<file path="config.mk">
export PLATFORM = sky130hd
export DESIGN_NAME = rv_trace_buffer
export DESIGN_NICKNAME = d
export VERILOG_FILES = /design/src/rtl/rv_trace_buffer.sv
export SDC_FILE = /design/constraint.sdc
export NUM_CORES = 1
export LEC_CHECK = 0
export CAP_MARGIN = 20
export CELL_PAD_IN_SITES_DETAIL_PLACEMENT = 1
export CELL_PAD_IN_SITES_GLOBAL_PLACEMENT = 2
export CORE_MARGIN = 1.5
export CORE_UTILIZATION = 35
export CTS_BUF_LIST = sky130_fd_sc_hd__clkbuf_4 sky130_fd_sc_hd__clkbuf_8
export DETAILED_ROUTE_END_ITERATION = 10
export PLACE_DENSITY = 0.65
export SYNTH_ARGS = -nofsm -noshare
export SYNTH_HDL_FRONTEND = slang
export SYNTH_SLANG_ARGS = --single-unit
</file>
<file path="constraint.sdc">
create_clock -name clk -period 23.3 [get_ports clk]
set_input_delay 4.66 -clock clk [delete_from_list [all_inputs] [get_ports clk]]
set_output_delay 4.66 -clock clk [all_outputs]
set_load 0.1 [all_outputs]
</file>
<file path="src/rtl/rv_trace_buffer.sv">
// Retire-trace capture buffer: circular record store with PC trigger, post-trigger window and oldest-first drain.
// Optional per-record cycle timestamp enabled by defining RV_TRACE_TIMESTAMP_EN.
module rv_trace_buffer #(
    parameter int XLEN  = 32,
    parameter int DEPTH = 16,
    parameter int AW    = $clog2(DEPTH)
`ifdef RV_TRACE_TIMESTAMP_EN
    ,
    parameter int TS_W  = 16
`endif
) (
    input  logic            clk,
    input  logic            reset,
    input  logic            trc_valid,
    input  logic [XLEN-1:0] trc_pc,
    input  logic [31:0]     trc_instr,
    input  logic [XLEN-1:0] trc_result,
    input  logic            arm,
    input  logic            clear,
    input  logic            trig_en,
    input  logic [XLEN-1:0] trig_pc,
    input  logic [AW:0]     post_cnt,
    output logic            rd_valid,
    input  logic            rd_ready,
    output logic [XLEN-1:0] rd_pc,
    output logic [31:0]     rd_instr,
    output logic [XLEN-1:0] rd_result,
    output logic            rd_last,
`ifdef RV_TRACE_TIMESTAMP_EN
    output logic [TS_W-1:0] rd_tstamp,
`endif
    output logic [1:0]      state,
    output logic [AW:0]     count,
    output logic            wrapped
);

    typedef enum logic [1:0] {
        S_IDLE  = 2'd0,
        S_ARMED = 2'd1,
        S_POST  = 2'd2,
        S_DONE  = 2'd3
    } state_t;

    localparam logic [AW:0]   CNT_FULL = (AW+1)'(DEPTH);
    localparam logic [AW:0]   CNT_MAXP = (AW+1)'(DEPTH - 1);
    localparam logic [AW:0]   CNT_ONE  = 1;
    localparam logic [AW-1:0] PTR_ONE  = 1;

    state_t            state_reg;
    logic [AW-1:0]     wr_ptr_reg;
    logic [AW-1:0]     rd_ptr_reg;
    logic [AW:0]       count_reg;
    logic [AW:0]       post_reg;
    logic [AW:0]       post_lat_reg;
    logic              trig_en_reg;
    logic [XLEN-1:0]   trig_pc_reg;
    logic              wrapped_reg;

    logic [XLEN-1:0]   pc_mem     [DEPTH];
    logic [31:0]       instr_mem  [DEPTH];
    logic [XLEN-1:0]   result_mem [DEPTH];

    logic              capture;
    logic              full;
    logic              rd_valid_int;
    logic              accept;
    logic [AW:0]       post_clamped;

    assign capture      = trc_valid && !clear &&
                          (state_reg == S_ARMED || state_reg == S_POST);
    assign full         = (count_reg == CNT_FULL);
    assign rd_valid_int = (state_reg == S_DONE) && (count_reg != '0);
    assign accept       = rd_valid_int && rd_ready;
    // Capping the window at DEPTH-1 keeps the trigger record resident.
    assign post_clamped = (post_cnt > CNT_MAXP) ? CNT_MAXP : post_cnt;

    // Storage has no reset so it maps onto RAM; gating hides stale contents.
    always_ff @(posedge clk) begin
        if (capture) begin
            pc_mem[wr_ptr_reg]     <= trc_pc;
            instr_mem[wr_ptr_reg]  <= trc_instr;
            result_mem[wr_ptr_reg] <= trc_result;
        end
    end

    always_ff @(posedge clk or posedge reset) begin
        if (reset) begin
            state_reg    <= S_IDLE;
            wr_ptr_reg   <= '0;
            rd_ptr_reg   <= '0;
            count_reg    <= '0;
            post_reg     <= '0;
            post_lat_reg <= '0;
            trig_en_reg  <= 1'b0;
            trig_pc_reg  <= '0;
            wrapped_reg  <= 1'b0;
        end else if (clear) begin
            state_reg   <= S_IDLE;
            wr_ptr_reg  <= '0;
            rd_ptr_reg  <= '0;
            count_reg   <= '0;
            post_reg    <= '0;
            wrapped_reg <= 1'b0;
        end else begin
            case (state_reg)
                S_IDLE: begin
                    if (arm) begin
                        trig_en_reg  <= trig_en;
                        trig_pc_reg  <= trig_pc;
                        post_lat_reg <= post_clamped;
                        wr_ptr_reg   <= '0;
                        rd_ptr_reg   <= '0;
                        count_reg    <= '0;
                        post_reg     <= '0;
                        wrapped_reg  <= 1'b0;
                        state_reg    <= S_ARMED;
                    end
                end
                S_ARMED, S_POST: begin
                    if (trc_valid) begin
                        wr_ptr_reg <= wr_ptr_reg + PTR_ONE;
                        if (full) begin
                            rd_ptr_reg  <= rd_ptr_reg + PTR_ONE;
                            wrapped_reg <= 1'b1;
                        end else begin
                            count_reg <= count_reg + CNT_ONE;
                        end
                        if (state_reg == S_ARMED) begin
                            if (trig_en_reg) begin
                                if (trc_pc == trig_pc_reg) begin
                                    post_reg  <= post_lat_reg;
                                    state_reg <= (post_lat_reg == '0) ? S_DONE : S_POST;
                                end
                            end else if (count_reg == CNT_MAXP) begin
                                state_reg <= S_DONE;
                            end
                        end else begin
                            post_reg <= post_reg - CNT_ONE;
                            if (post_reg == CNT_ONE)
                                state_reg <= S_DONE;
                        end
                    end
                end
                S_DONE: begin
                    if (accept) begin
                        rd_ptr_reg <= rd_ptr_reg + PTR_ONE;
                        count_reg  <= count_reg - CNT_ONE;
                        if (count_reg == CNT_ONE)
                            state_reg <= S_IDLE;
                    end
                end
                default: state_reg <= S_IDLE;
            endcase
        end
    end

`ifdef RV_TRACE_TIMESTAMP_EN
    logic [TS_W-1:0] ts_reg;
    logic [TS_W-1:0] ts_mem [DEPTH];

    always_ff @(posedge clk or posedge reset) begin
        if (reset)
            ts_reg <= '0;
        else
            ts_reg <= ts_reg + TS_W'(1);
    end

    always_ff @(posedge clk) begin
        if (capture)
            ts_mem[wr_ptr_reg] <= ts_reg;
    end

    assign rd_tstamp = rd_valid_int ? ts_mem[rd_ptr_reg] : '0;
`endif

    assign rd_valid  = rd_valid_int;
    assign rd_last   = rd_valid_int && (count_reg == CNT_ONE);
    assign rd_pc     = rd_valid_int ? pc_mem[rd_ptr_reg]     : '0;
    assign rd_instr  = rd_valid_int ? instr_mem[rd_ptr_reg]  : '0;
    assign rd_result = rd_valid_int ? result_mem[rd_ptr_reg] : '0;
    assign state     = state_reg;
    assign count     = count_reg;
    assign wrapped   = wrapped_reg;

endmodule

</file>
==> results of run 1 <==
[cells in the final DEF, fill, tap and decap left out, types with 14 or more instances in the layout]
master | netlist | routed
and3_1 | 101 | 101
buf_12 | 0 | 19
buf_4 | 24 | 29
clkbuf_4 | 0 | 72
clkbuf_8 | 0 | 288
clkdlybuf4s50_1 | 0 | 245
clkinv_1 | 0 | 61
clkinv_2 | 0 | 30
dfrtp_1 | 59 | 55
edfxtp_1 | 1536 | 1536
ha_1 | 15 | 14
inv_1 | 17 | 16
mux2_2 | 34 | 34
mux4_2 | 480 | 480
nand2_1 | 18 | 18
nor2_1 | 31 | 19
o21ai_0 | 14 | 14
xnor2_1 | 33 | 33
[metrics by stage]
stage          util, %  hold WS [ns]  worst slack [ns]  instances
6_report         41.50        0.5118             11.28       5528
5_1_grt          41.49        0.5436             10.67       5525
4_1_cts          41.44        0.5173             10.65       5520
3_5_place_dp     38.41        0.4898             11.78       5049
3_3_place_gp     38.33        0.5044             11.98       5042
2_1_floorplan        -        0.4639             10.79       2571
[cell families after synthesis]
kind of cell | after synthesis | synth area share [%]
AO/OA/AOI/OAI | 50 | 0.5729
XOR/XNOR | 33 | 0.4692
adder cells (fa/ha/maj) | 15 | 0.3047
buffers and inverters | 159 | 1.310
flip-flops | 1595 | 77.28
multiplexers | 520 | 18.27
AND/OR/NAND/NOR | 199 | 1.792
[power groups by stage]
stage	Combinational [mW]	Clock (mW)	Sequential, mW
2_1_floorplan	1.31	0	3.37
3_3_place_gp	1.74	0	3.38
3_5_place_dp	1.79	0	3.38
4_1_cts	1.79	2.57	3.33
5_1_grt	1.88	2.69	3.34
6_report	1.77	2.50	3.32
[layout make-up]
cell class	instances	area, um2
well taps	2325	2909
repair buffers	297	3161
inverters	18	67.56
fillers	16120	102000
clock inverters	111	777.0
flip-flops and latches	1595	47620
multi-input cells	817	13320
diodes	5	12.51
clock buffers	360	4504
[final timing paths]
| path | start | end | slack [ns] |
|---|---|---|---|
| worst max-delay path | rd_ptr_reg[0]$_DFFE_PP0P_ | rd_result[6] | 11.28 |
| worst min-delay path | wrapped$_DFFE_PP0P_ | wrapped$_DFFE_PP0P_ | 0.51 |
| worst max register to register | state[0]$_DFFE_PP0P_ | result_mem[8][0]$_DFFE_PP_ | 18.97 |
| worst min register to register | wrapped$_DFFE_PP0P_ | wrapped$_DFFE_PP0P_ | 0.51 |
| max in group asynchronous | reset | rd_ptr_reg[0]$_DFFE_PP0P_ | 18.35 |
| min in group asynchronous | reset | count[1]$_DFFE_PP0P_ | 4.26 |
[routing by layer]
metal,share of wire [%],up-vias
li1,-,11940
met1,40,15960
met2,51,898
met3,5.4,281
met4,2.8,20
met5,0.067,-
[Yosys cell counts (2+ instances only)]
cell,number
edfxtp_1,1536
mux4_2,480
and3_1,101
clkbuf_1,84
dfrtp_1,59
mux2_2,34
xnor2_1,33
nor2_1,31
buf_4,24
nand2_1,18
inv_1,17
ha_1,15
buf_6,14
nand3_1,14
o21ai_0,14
buf_2,12
nor3_1,11
nand4_1,8
a21oi_1,7
buf_1,7
mux2i_1,5
nand2b_1,4
a221o_1,3
nor4_1,3
o31ai_1,3
a21o_1,2
o221ai_1,2
o22a_1,2
o311ai_1,2
or4_1,2
or4b_1,2
[critical path, cell delays in order, from the launching register on]
cell	delay, ns
dfrtp_4	0.81
buf_4	0.77
buf_4	0.47
buf_16	0.31
buf_4	0.71
buf_4	0.82
mux4_2	0.62
mux4_2	0.50
and3_1	0.24
clkdlybuf4s50_1	0.98
==> impl_metrics.json, run 1 <==
{
  "top_usage_layer": "met2",
  "worstSetupPathType": "reg2out",
  "hold_class": "reg2reg",
  "p_switching_mw": 2.178,
  "min_path_cells": 1,
  "grt_use_met3_pct": 3.826,
  "cts_setup_buffers": 0,
  "dr.pass1.iters": 5,
  "p_comb_share_pct": 23.3,
  "antenna_left": 0,
  "grt_use_met1_pct": 23.01,
  "synth-seq-area-share_pct": 77.28,
  "cp_max_fo": 44,
  "synth_nets": 2726,
  "ctsHoldBuffers": 0,
  "antenna_found_initial": 19,
  "slew_headroom_pct": 21.07,
  "cts_tree": "built",
  "synth_cells": 2571,
  "synth.largest_area_cell": "edfxtp_1",
  "avgSynthCellArea_um2": 23.96,
  "via_count": 29100,
  "wl_per_cell_um": 29.28,
  "r2r.worst_path.cells": 7,
  "cts_buffers": 282,
  "met2_usage_pct": 31.11,
  "powerDensity_mw_per_mm2": 104.9,
  "coreArea_mm2": 0.1744,
  "rsz0062_at_grt": "false",
  "p_leak_nw": 22.43,
  "hold_violations": 0,
  "final_area_mm2": 0.07237,
  "max-cap-violations": 0,
  "period_share_pct": 51.58,
  "p_int_mw": 5.414,
  "synth_top_cell_area_share_pct": 74.88,
  "timing.fmax_ghz": 0.08321,
  "cts_max_path_buffers": 4,
  "worstPathRequired_ns": 18.64,
  "io_pins": 246,
  "grt_max_degree": 151,
  "worst_slew_pin_slew_ns": 1.180,
  "fin_skew_ns": 0.05294,
  "start_kind": "register",
  "dieHeight_um": 422.5,
  "fin_crit_ns": 12.02,
  "netlist_area_mm2": 0.06160,
  "clk_pin_slew_ns": 0.07,
  "vias_per_cell": 5.263,
  "start_util_pct": 35.32,
  "dp_hpwl_mm": 77.26,
  "netSwitchingFraction_pct": 28.68,
  "synth_warnings": 0,
  "setup_viol": 0,
  "end_kind": "output pin",
  "drive_above_1_share_pct": 31.36,
  "fp.dieW_um": 422.5,
  "pwr-share-seq_pct": 43.8,
  "grt_pass1_wl_mm": 233.8,
  "clk_latency_ns": 0.98,
  "placed_area_mm2": 0.06699,
  "total_power_mw": 7.592,
  "syn_to_final_growth_pct": 17.49,
  "clkPwrFrac_pct": 32.9,
  "slew_violations": 0,
  "tns_ns": 0,
  "cts.sinks": 1595,
  "ys_seq_elements": 1595,
  "synth_area_leaders": "edfxtp_1 (75%), mux4_2 (18%), dfrtp_1 (2.4%), and3_1 (1.0%), mux2_2 (0.62%)",
  "gp_congestion": 0.7210,
  "status": "finished clean",
  "synth-async-reset-ratio_pct": 3.699,
  "grt_pass1_vias": 32820,
  "grt_overflow_total": 0,
  "clockRootBuffer": "clkbuf_8",
  "fin_nets": 3166,
  "cts.repair.resized": 0,
  "track_usage_pct": 18.23,
  "rows": 153,
  "synth_cell_types": 53,
  "synth_edf_count": 1536,
  "routed_wirelength_mm": 161.9,
  "ir_drop_v": 0.0001405,
  "synthFlopType": "edfxtp_1",
  "drt_iter0_drc": 2379,
  "portBuffers": 245,
  "htreeDepth": 5,
  "route.detailed.drc": 0,
  "arrival_ns": 7.36,
  "top_regs": "instr_mem (512), pc_mem (512), result_mem (512)",
  "dieArea_mm2": 0.1785
}
Power figures use the tool's default switching activity.
==> run 2, diff against run 1 <==
clock period = 12.5 ns   (was 23.3 ns; I/O delays follow)
==> impl_metrics.json, run 2 (same netlist as run 1, synthesis figures left out) <==
{
  "via_count": 29200,
  "grt_pass1_vias": 32660,
  "dp_hpwl_mm": 78.42,
  "dieHeight_um": 422.5,
  "cts_buffers": 288,
  "ctsHoldBuffers": 0,
  "dieArea_mm2": 0.1785,
  "wl_per_cell_um": 29.46,
  "worst_slew_pin_slew_ns": 1.156,
  "max-cap-violations": 0,
  "grt_pass1_wl_mm": 234.6,
  "clk_latency_ns": 1.01,
  "vias_per_cell": 5.271,
  "slew_headroom_pct": 22.69,
  "cts_tree": "built",
  "worstPathRequired_ns": 10.00,
  "cts.repair.resized": 0,
  "drt_iter0_drc": 2546,
  "p_leak_nw": 22.42,
  "start_kind": "register",
  "antenna_left": 0,
  "pwr-share-seq_pct": 44.0,
  "antenna_found_initial": 17,
  "track_usage_pct": 18.35,
  "period_share_pct": 66.04,
  "reg2reg_from": "state[0]$_DFFE_PP0P_",
  "r2r.worst_path.cells": 8,
  "routed_wirelength_mm": 163.2,
  "cts_max_path_buffers": 4,
  "timing.fmax_ghz": 0.1211,
  "status": "finished clean",
  "final_common_cell": "edfxtp_1",
  "total_power_mw": 14.07,
  "hold_class": "reg2reg",
  "fp.dieW_um": 422.5,
  "fin_skew_ns": 0.03999,
  "route.detailed.drc": 0,
  "rows": 153,
  "tns_ns": 0,
  "hold_violations": 0,
  "gp_congestion": 0.7223,
  "syn_to_final_growth_pct": 17.46,
  "powerDensity_mw_per_mm2": 194.5,
  "r2r_end": "instr_mem[13][16]$_DFFE_PP_",
  "fin_nets": 3172,
  "min_path_cells": 2,
  "hold_path.startpoint": "post_lat_reg[3]$_DFFE_PP0P_",
  "arrival_ns": 5.76,
  "p_switching_mw": 4.048,
  "clkPwrFrac_pct": 32.5,
  "htreeDepth": 5,
  "rrSetupSlack_ns": 8.04,
  "dp.cells": 5049,
  "clockRootBuffer": "clkbuf_8",
  "final_cell_mix": "edfxtp_1 (1536), mux4_2 (480), clkbuf_8 (296), clkdlybuf4s50_1 (245), and3_1 (101)",
  "end_kind": "output pin",
  "io_pins": 246,
  "ir_drop_v": 0.0002499,
  "worstSetupPathType": "reg2out",
  "fin_crit_ns": 8.255,
  "portBuffers": 245,
  "cp_max_fo": 60,
  "cts_setup_buffers": 0,
  "instances_no_fill": 5540,
  "top_regs": "instr_mem (512), pc_mem (512), result_mem (512)",
  "rsz0062_at_grt": "false",
  "post-place-ws_ns": 5.238,
  "dr.pass1.iters": 5,
  "setup_viol": 0,
  "coreArea_mm2": 0.1744,
  "grt_overflow_total": 0,
  "clk_pin_slew_ns": 0.06,
  "grt_max_degree": 166,
  "start_util_pct": 35.32,
  "p_comb_share_pct": 23.5,
  "p_int_mw": 10.03,
  "min_to": "post_lat_reg[3]$_DFFE_PP0P_",
  "cts.sinks": 1595,
  "slew_violations": 0,
  "drive_above_1_share_pct": 31.31,
  "netSwitchingFraction_pct": 28.76,
  "fin_ws_ns": 4.245
}
## run 2: cell count changes in the layout (fill, tap and decap cells not counted), sizes merged
cell and delta:
clkbuf +20, inv +1, clkinv -5, diode +3, bufinv -7
## run 2: critical path, cell delays in order, from the launching register on
cell             delay, ns
dfrtp_4               1.04
buf_4                 0.77
buf_4                 0.65
mux4_2                0.39
mux4_2                0.47
and3_1                0.27
clkdlybuf4s50_1       1.00
## run 2: per-layer routing
layer | vias to the layer above | part of all wire, % | wire length (um) | global-route usage, %
li1 | 11980 | - | - | -
met1 | 16030 | 41 | 66860 | 23.65
met2 | 918 | 51 | 83200 | 30.93
met3 | 265 | 5.5 | 8914 | 4.057
met4 | 12 | 2.6 | 4170 | 5.707
met5 | - | 0.043 | 70 | 0
## run 2: per-stage QoR
| stage | hold slack [ns] | area, um2 | util, % |
|---|---|---|---|
| 5_1_grt | 0.5470 | 72340 | 41.48 |
| 4_1_cts | 0.5238 | 72250 | 41.43 |
| 6_report | 0.5186 | 72350 | 41.49 |
| 3_3_place_gp | 0.5118 | 66830 | 38.32 |
| 2_1_floorplan | 0.4639 | 61600 | - |
| 3_5_place_dp | 0.5084 | 67000 | 38.42 |
## run 2: worst max path at each step
| stage | startpoint | end | slack, ns | cells after the start |
|---|---|---|---|---|
| after floorplan | clear | instr_mem[0][0]$_DFFE_PP_ | 2.15 | 4 |
| after global placement | rd_ptr_reg[0]$_DFFE_PP0P_ | rd_pc[2] | 5.26 | 6 |
| after detailed placement | rd_ptr_reg[1]$_DFFE_PP0P_ | rd_result[15] | 5.24 | 6 |
| after CTS | rd_ptr_reg[1]$_DFFE_PP0P_ | rd_result[15] | 4.11 | 6 |
| after global routing | rd_ptr_reg[0]$_DFFE_PP0P_ | rd_pc[15] | 3.95 | 6 |
| final | rd_ptr_reg[1]$_DFFE_PP0P_ | rd_result[15] | 4.24 | 6 |
## run 2: area by class of cell
class | instances | area [um2]
fillers | 16150 | 102000
flip-flops and latches | 1595 | 47620
multi-input cells | 817 | 13320
clock buffers | 380 | 4705
repair buffers | 297 | 3173
well taps | 2325 | 2909
clock inverters | 100 | 540.5
inverters | 18 | 67.56
diodes | 8 | 20.02
## run 2: power groups by stage
stage | logic (mW) | registers, mW | clock network, mW
after detailed placement | 3.35 | 6.31 | 0
final | 3.30 | 6.19 | 4.58
after global placement | 3.27 | 6.29 | 0
after CTS | 3.35 | 6.19 | 4.72
after global routing | 3.52 | 6.21 | 4.93
after floorplan | 2.43 | 6.28 | 0
